<file path="src/rtl/residual_energy_monitor_lag16.sv">
`default_nettype none
// +----------------------------------------------------------------------------+
// | residual_energy_monitor_lag16 : windowed residual/input energy, ERLE test  |
// | and hysteresis convergence flag. Option: RESIDUAL_MONITOR_PEAK_EN. Rev 1.0 |
// +----------------------------------------------------------------------------+
module residual_energy_monitor_lag16 #(
  parameter int WINDOW_LOG2  = 8,
  parameter int SAMPLE_PHASE = 2000,
  parameter int ERLE_SHIFT   = 4,
  parameter int CONV_COUNT   = 3
) (
  input  logic                      clk_operation,
  input  logic                      rst_n,
  input  logic [12:0]               sampling_cycle_counter,
  input  logic                      enable,
  input  logic signed [15:0]        sig16b_without_echo,
  input  logic signed [15:0]        sig16b,
  output logic                      window_done,
  output logic [32+WINDOW_LOG2-1:0] residual_energy,
  output logic [32+WINDOW_LOG2-1:0] input_energy,
  output logic                      window_pass,
  output logic                      converged,
  output logic [3:0]                pass_count
`ifdef RESIDUAL_MONITOR_PEAK_EN
  ,
  output logic [15:0]               residual_peak
`endif
);

  localparam int c_ACC_W = 32 + WINDOW_LOG2;

  localparam logic [1:0] c_ST_IDLE  = 2'd0;
  localparam logic [1:0] c_ST_ACCUM = 2'd1;
  localparam logic [1:0] c_ST_EVAL  = 2'd2;

  logic [1:0]               r_state;
  logic [1:0]               w_state_nxt;
  logic                     w_capture;
  logic                     w_accumulate;
  logic                     w_eval;

  logic                     r_cap_valid;
  logic signed [15:0]       r_res_cap;
  logic signed [15:0]       r_in_cap;
  logic                     r_sq_valid;
  logic [31:0]              r_res_sq;
  logic [31:0]              r_in_sq;
  logic [c_ACC_W-1:0]       r_res_acc;
  logic [c_ACC_W-1:0]       r_in_acc;
  logic [WINDOW_LOG2-1:0]   r_sample_cnt;

  logic signed [31:0]       w_res_ext;
  logic signed [31:0]       w_in_ext;
  logic                     w_pass;
  logic [3:0]               w_cnt_inc;

  always_ff @(posedge clk_operation or negedge rst_n) begin
    if (!rst_n) r_state <= c_ST_IDLE;
    else        r_state <= w_state_nxt;
  end

  always_comb begin
    w_state_nxt = r_state;
    if (!enable) begin
      w_state_nxt = c_ST_IDLE;
    end else begin
      case (r_state)
        c_ST_IDLE:  w_state_nxt = c_ST_ACCUM;
        c_ST_ACCUM: if (r_sq_valid && (&r_sample_cnt)) w_state_nxt = c_ST_EVAL;
        c_ST_EVAL:  w_state_nxt = c_ST_ACCUM;
        default:    w_state_nxt = c_ST_IDLE;
      endcase
    end
  end

  // A strobe landing in EVAL is kept and counted toward the next window.
  always_comb begin
    w_capture    = 1'b0;
    w_accumulate = 1'b0;
    w_eval       = 1'b0;
    if (enable) begin
      w_capture    = (sampling_cycle_counter == 13'(SAMPLE_PHASE)) &&
                     (r_state == c_ST_ACCUM || r_state == c_ST_EVAL);
      w_accumulate = r_sq_valid && (r_state == c_ST_ACCUM);
      w_eval       = (r_state == c_ST_EVAL);
    end
  end

  assign w_res_ext = 32'(r_res_cap);
  assign w_in_ext  = 32'(r_in_cap);
  assign w_pass    = ({r_res_acc, {ERLE_SHIFT{1'b0}}} < {{ERLE_SHIFT{1'b0}}, r_in_acc});
  assign w_cnt_inc = (pass_count == 4'd15) ? 4'd15 : pass_count + 4'd1;

`ifdef RESIDUAL_MONITOR_PEAK_EN
  logic [15:0] w_res_abs;
  logic [15:0] r_res_abs;
  logic [15:0] r_peak_run;
  // |-32768| does not fit in 15 bits of magnitude, so it saturates.
  assign w_res_abs = (r_res_cap == 16'sh8000) ? 16'h7fff :
                     (r_res_cap[15] ? 16'(-r_res_cap) : 16'(r_res_cap));
`endif

  always_ff @(posedge clk_operation or negedge rst_n) begin
    if (!rst_n) begin
      r_cap_valid     <= 1'b0;
      r_res_cap       <= '0;
      r_in_cap        <= '0;
      r_sq_valid      <= 1'b0;
      r_res_sq        <= '0;
      r_in_sq         <= '0;
      r_res_acc       <= '0;
      r_in_acc        <= '0;
      r_sample_cnt    <= '0;
      window_done     <= 1'b0;
      residual_energy <= '0;
      input_energy    <= '0;
      window_pass     <= 1'b0;
      converged       <= 1'b0;
      pass_count      <= '0;
`ifdef RESIDUAL_MONITOR_PEAK_EN
      r_res_abs       <= '0;
      r_peak_run      <= '0;
      residual_peak   <= '0;
`endif
    end else begin
      r_cap_valid <= w_capture;
      if (w_capture) begin
        r_res_cap <= sig16b_without_echo;
        r_in_cap  <= sig16b;
      end
      r_sq_valid <= r_cap_valid && enable;
      if (r_cap_valid) begin
        r_res_sq <= w_res_ext * w_res_ext;
        r_in_sq  <= w_in_ext * w_in_ext;
`ifdef RESIDUAL_MONITOR_PEAK_EN
        r_res_abs <= w_res_abs;
`endif
      end

      if (!enable || r_state == c_ST_IDLE) begin
        r_res_acc    <= '0;
        r_in_acc     <= '0;
        r_sample_cnt <= '0;
`ifdef RESIDUAL_MONITOR_PEAK_EN
        r_peak_run   <= '0;
`endif
      end else if (w_eval) begin
        r_res_acc    <= r_sq_valid ? {{WINDOW_LOG2{1'b0}}, r_res_sq} : '0;
        r_in_acc     <= r_sq_valid ? {{WINDOW_LOG2{1'b0}}, r_in_sq} : '0;
        r_sample_cnt <= r_sq_valid ? WINDOW_LOG2'(1) : '0;
`ifdef RESIDUAL_MONITOR_PEAK_EN
        r_peak_run   <= r_sq_valid ? r_res_abs : '0;
`endif
      end else if (w_accumulate) begin
        r_res_acc    <= r_res_acc + {{WINDOW_LOG2{1'b0}}, r_res_sq};
        r_in_acc     <= r_in_acc + {{WINDOW_LOG2{1'b0}}, r_in_sq};
        r_sample_cnt <= r_sample_cnt + WINDOW_LOG2'(1);
`ifdef RESIDUAL_MONITOR_PEAK_EN
        if (r_res_abs > r_peak_run) r_peak_run <= r_res_abs;
`endif
      end

      window_done <= w_eval;
      if (w_eval) begin
        residual_energy <= r_res_acc;
        input_energy    <= r_in_acc;
        window_pass     <= w_pass;
`ifdef RESIDUAL_MONITOR_PEAK_EN
        residual_peak   <= r_peak_run;
`endif
        if (w_pass) begin
          pass_count <= w_cnt_inc;
          converged  <= (w_cnt_inc >= 4'(CONV_COUNT));
        end else begin
          pass_count <= '0;
          converged  <= 1'b0;
        end
      end
    end
  end

endmodule
`default_nettype wire

</file>
<file path="config.mk">
export PLATFORM = sky130hd
export DESIGN_NAME = residual_energy_monitor_lag16
export DESIGN_NICKNAME = d
export VERILOG_FILES = /design/src/rtl/residual_energy_monitor_lag16.sv
export SDC_FILE = /design/constraint.sdc
export NUM_CORES = 2
export LEC_CHECK = 0
export ABC_CLOCK_PERIOD_IN_PS = 9450
export CAP_MARGIN = 20
export CORE_ASPECT_RATIO = 2
export CORE_MARGIN = 3
export CORE_UTILIZATION = 64
export DETAILED_ROUTE_END_ITERATION = 10
export GPL_TIMING_DRIVEN = 0
export PLACE_DENSITY = 0.89
export SETUP_SLACK_MARGIN = 0.5
export SKIP_CTS_REPAIR_TIMING = 1
export SLEW_MARGIN = 20
export SYNTH_ARGS = -nofsm -noshare
export SYNTH_HDL_FRONTEND = slang
export SYNTH_SLANG_ARGS = --single-unit
</file>
<file path="constraint.sdc">
create_clock -name clk_operation -period 9.45 [get_ports clk_operation]
set_input_delay 2.3625 -clock clk_operation [delete_from_list [all_inputs] [get_ports clk_operation]]
set_output_delay 2.3625 -clock clk_operation [all_outputs]
set_load 0.02 [all_outputs]
</file>
==> qor.csv <==
metric,value,unit
status,completed,
Die Y-Extent,326,um
Placeable Area,50200,sq um
leading area contributor after synthesis,fa_1,
fin area,35700,sq um
syn avg cell area,9.28,sq um
VDD IR max,0.124,mV
max-cap violations,0,
Final Hold Fails,0,
routed vias/inst,6.02,
"Async S/R FF share, synth",100,%
Syn Inst Count,3520,
WHS,476,ps
Setup TNS,0,ps
Post-synth EDFFs,0,
clk buf depth,3,
initial DRC count,1941,
startpoint types,register,
Worst-Skew Late Latency,580,ps
initial antenna violation count,1,
CTS Buf Count,25,
vias in the first global route,29400,
IO buf count,133,
leakage power,18.3,nW
worst reg-to-reg setup slack,660,ps
Starting Density,65.1,%
fin crit share,93.0,%
Fmax,114,MHz
final worst setup slack,661,ps
# fillers,3582,
crit end category,register,
final setup fails,0,
crit path time final,8790,ps
Root Driver,clkbuf_16,
Synthesized Nets,4324,
routability cong.,1.01,
DPL Wire Length,75700,um
RSZ-0062 raised after global routing,no,
critical path class,register to register,
wire length per cell,21.2,um
Slew @ Worst Pin,1090,ps
GRT Util Overall,34.7,%
most frequent cells in the layout,"inv_1 (690), fa_1 (469), nand2_1 (423)",
H-tree depth,1,
Syn-to-layout area delta,9.34,%
distinct cell type count after synthesis,79,
fraction of layout cells with a size suffix above 1,4.05,%
sequential-to-total area share from yosys stat,20.9,%
Min-Delay Path Class,register to register,
# placed instances,4304,
Slew HR,27.1,%
Die Span X,166,um
die area,54000,sq um
pre-CTS setup slack,913,ps
Layout Cells excl Fill,4350,
"Data arrival, critical path",9290,ps
Pre-antenna DRT Iters,7,
Final #Nets,4486,
Post-DRT Antenna Nets,0,
CTS clock-pin slew for the worst setup and hold paths,90,ps
routed via count,26200,
Final Slew Violations,0,
CTS tree,built,
Area after DPL,34900,sq um
WL final,92400,um
"top cells by area, synth","fa_1 (29%), dfrtp_1 (21%), ha_1 (11%), inv_1 (7.9%), nand2_1 (4.9%)",
crit path max fanout,10,
# rows,116,
critical path required time,9950,ps
top cell type's share of synthesized area,28.7,%
first-pass GRT wire length,148000,um
Layout Skew,23.2,ps
register area,6830,sq um
Post-Route Utilization,71.1,%
largest net degree at the start of global routing,103,
Total Power,2.99,mW
"flops & latches, synth",273,
DRC Markers,0,
io pins,135,
synthesized area,32700,sq um
"commonest non-fill, non-tap cell in the layout",inv_1,
multi-input logic area,22800,sq um
Power Density,83.7,nW/um^2
"Top FF cell, synth",dfrtp_1,
GRT Residual Overflow,0,
Clock Sinks,273,
YS warnings,0,
## synthesized netlist by cell type, types with 13 or more instances
library cell,count
a21oi_1,147
a22o_1,25
dfrtp_1,273
nand4_1,23
clkbuf_1,108
ha_1,287
a31o_2,15
a21o_1,59
a31oi_1,13
nor2_1,140
o21ai_0,194
o21a_1,22
xor2_1,50
nor2b_1,16
xnor2_1,100
nor3_1,17
nand2_1,423
a211oi_1,17
mux2_2,61
and2_1,88
fa_1,469
and3_1,13
inv_1,690
nand2b_1,20
nand3_1,60
a22oi_1,34
## per-layer routing
layer,vias to the layer above,global-route usage [%],part of all wire [%]
li1,11500,-,-
met2,1220,62.7,52
met5,-,0,0
met1,12900,33.2,31
met3,541,5.48,6.0
met4,0,31.4,11
## cell type report
| type | instances | share of cell area, % |
|---|---|---|
| Timing Repair Buffer | 135 | 3.90 |
| Clock buffer | 33 | 1.98 |
| Tap cell | 649 | 2.27 |
| Multi-Input combinational cell | 2433 | 63.8 |
| Inverter | 692 | 7.27 |
| Buffer | 122 | 1.31 |
| Clock inverter | 12 | 0.389 |
| Sequential cell | 273 | 19.1 |
| Antenna cell | 1 | 0.00701 |
## worst max-delay path, stage by stage (launching register included)
cell       delay (ps)
dfrtp_1           420
clkbuf_1          450
clkbuf_1          560
nand2_1           200
fa_1              620
fa_1              440
fa_1              510
inv_1              60
fa_1              470
fa_1              530
inv_1              50
fa_1              470
inv_1              60
ha_1              390
o21ai_0           140
a2111oi_1         740
o311ai_0          550
a31oi_1           510
o221ai_1          400
o21ai_0           360
a21oi_1           130
xnor2_1           400
mux2_2            240
## registers in the layout (all words and copies together), names as in the netlist, 2 cells and up
signal           cells
pass_count           4
r_in_cap            16
r_res_cap           16
r_in_acc            40
r_state              2
input_energy        40
residual_energy     40
r_res_sq            31
r_res_acc           40
r_sample_cnt         8
r_in_sq             31
## kinds of logic after synthesis
| logic type | Yosys count | share of synthesized area (%) |
|---|---|---|
| simple gates | 846 | 11.8 |
| mux | 67 | 2.29 |
| buf+inv | 814 | 9.38 |
| compound gates | 614 | 11.9 |
| flops | 273 | 20.9 |
| fa+ha+maj | 756 | 39.7 |
| xor+xnor | 150 | 4.02 |
## path summary, 6_finish.rpt
kind                                      from                   to  depth (start not counted)
setup / recovery                  r_res_cap[6]         r_res_sq[28]                         22
setup reg to reg                  r_res_cap[6]         r_res_sq[28]                         22
min in group asynchronous                rst_n         r_res_cap[6]                          1
hold reg to reg            residual_energy[19]  residual_energy[19]                          2
max in group asynchronous                rst_n        pass_count[1]                          2
hold / removal             residual_energy[19]  residual_energy[19]                          2
## report_power, final
part / total (mW) / switching, mW / internal (mW)
sequential: 1.18 / 0.00379 / 1.17
combinational: 0.720 / 0.456 / 0.264
clock: 1.09 / 0.505 / 0.588
Note: power is estimated with default switching activity, not from simulation.
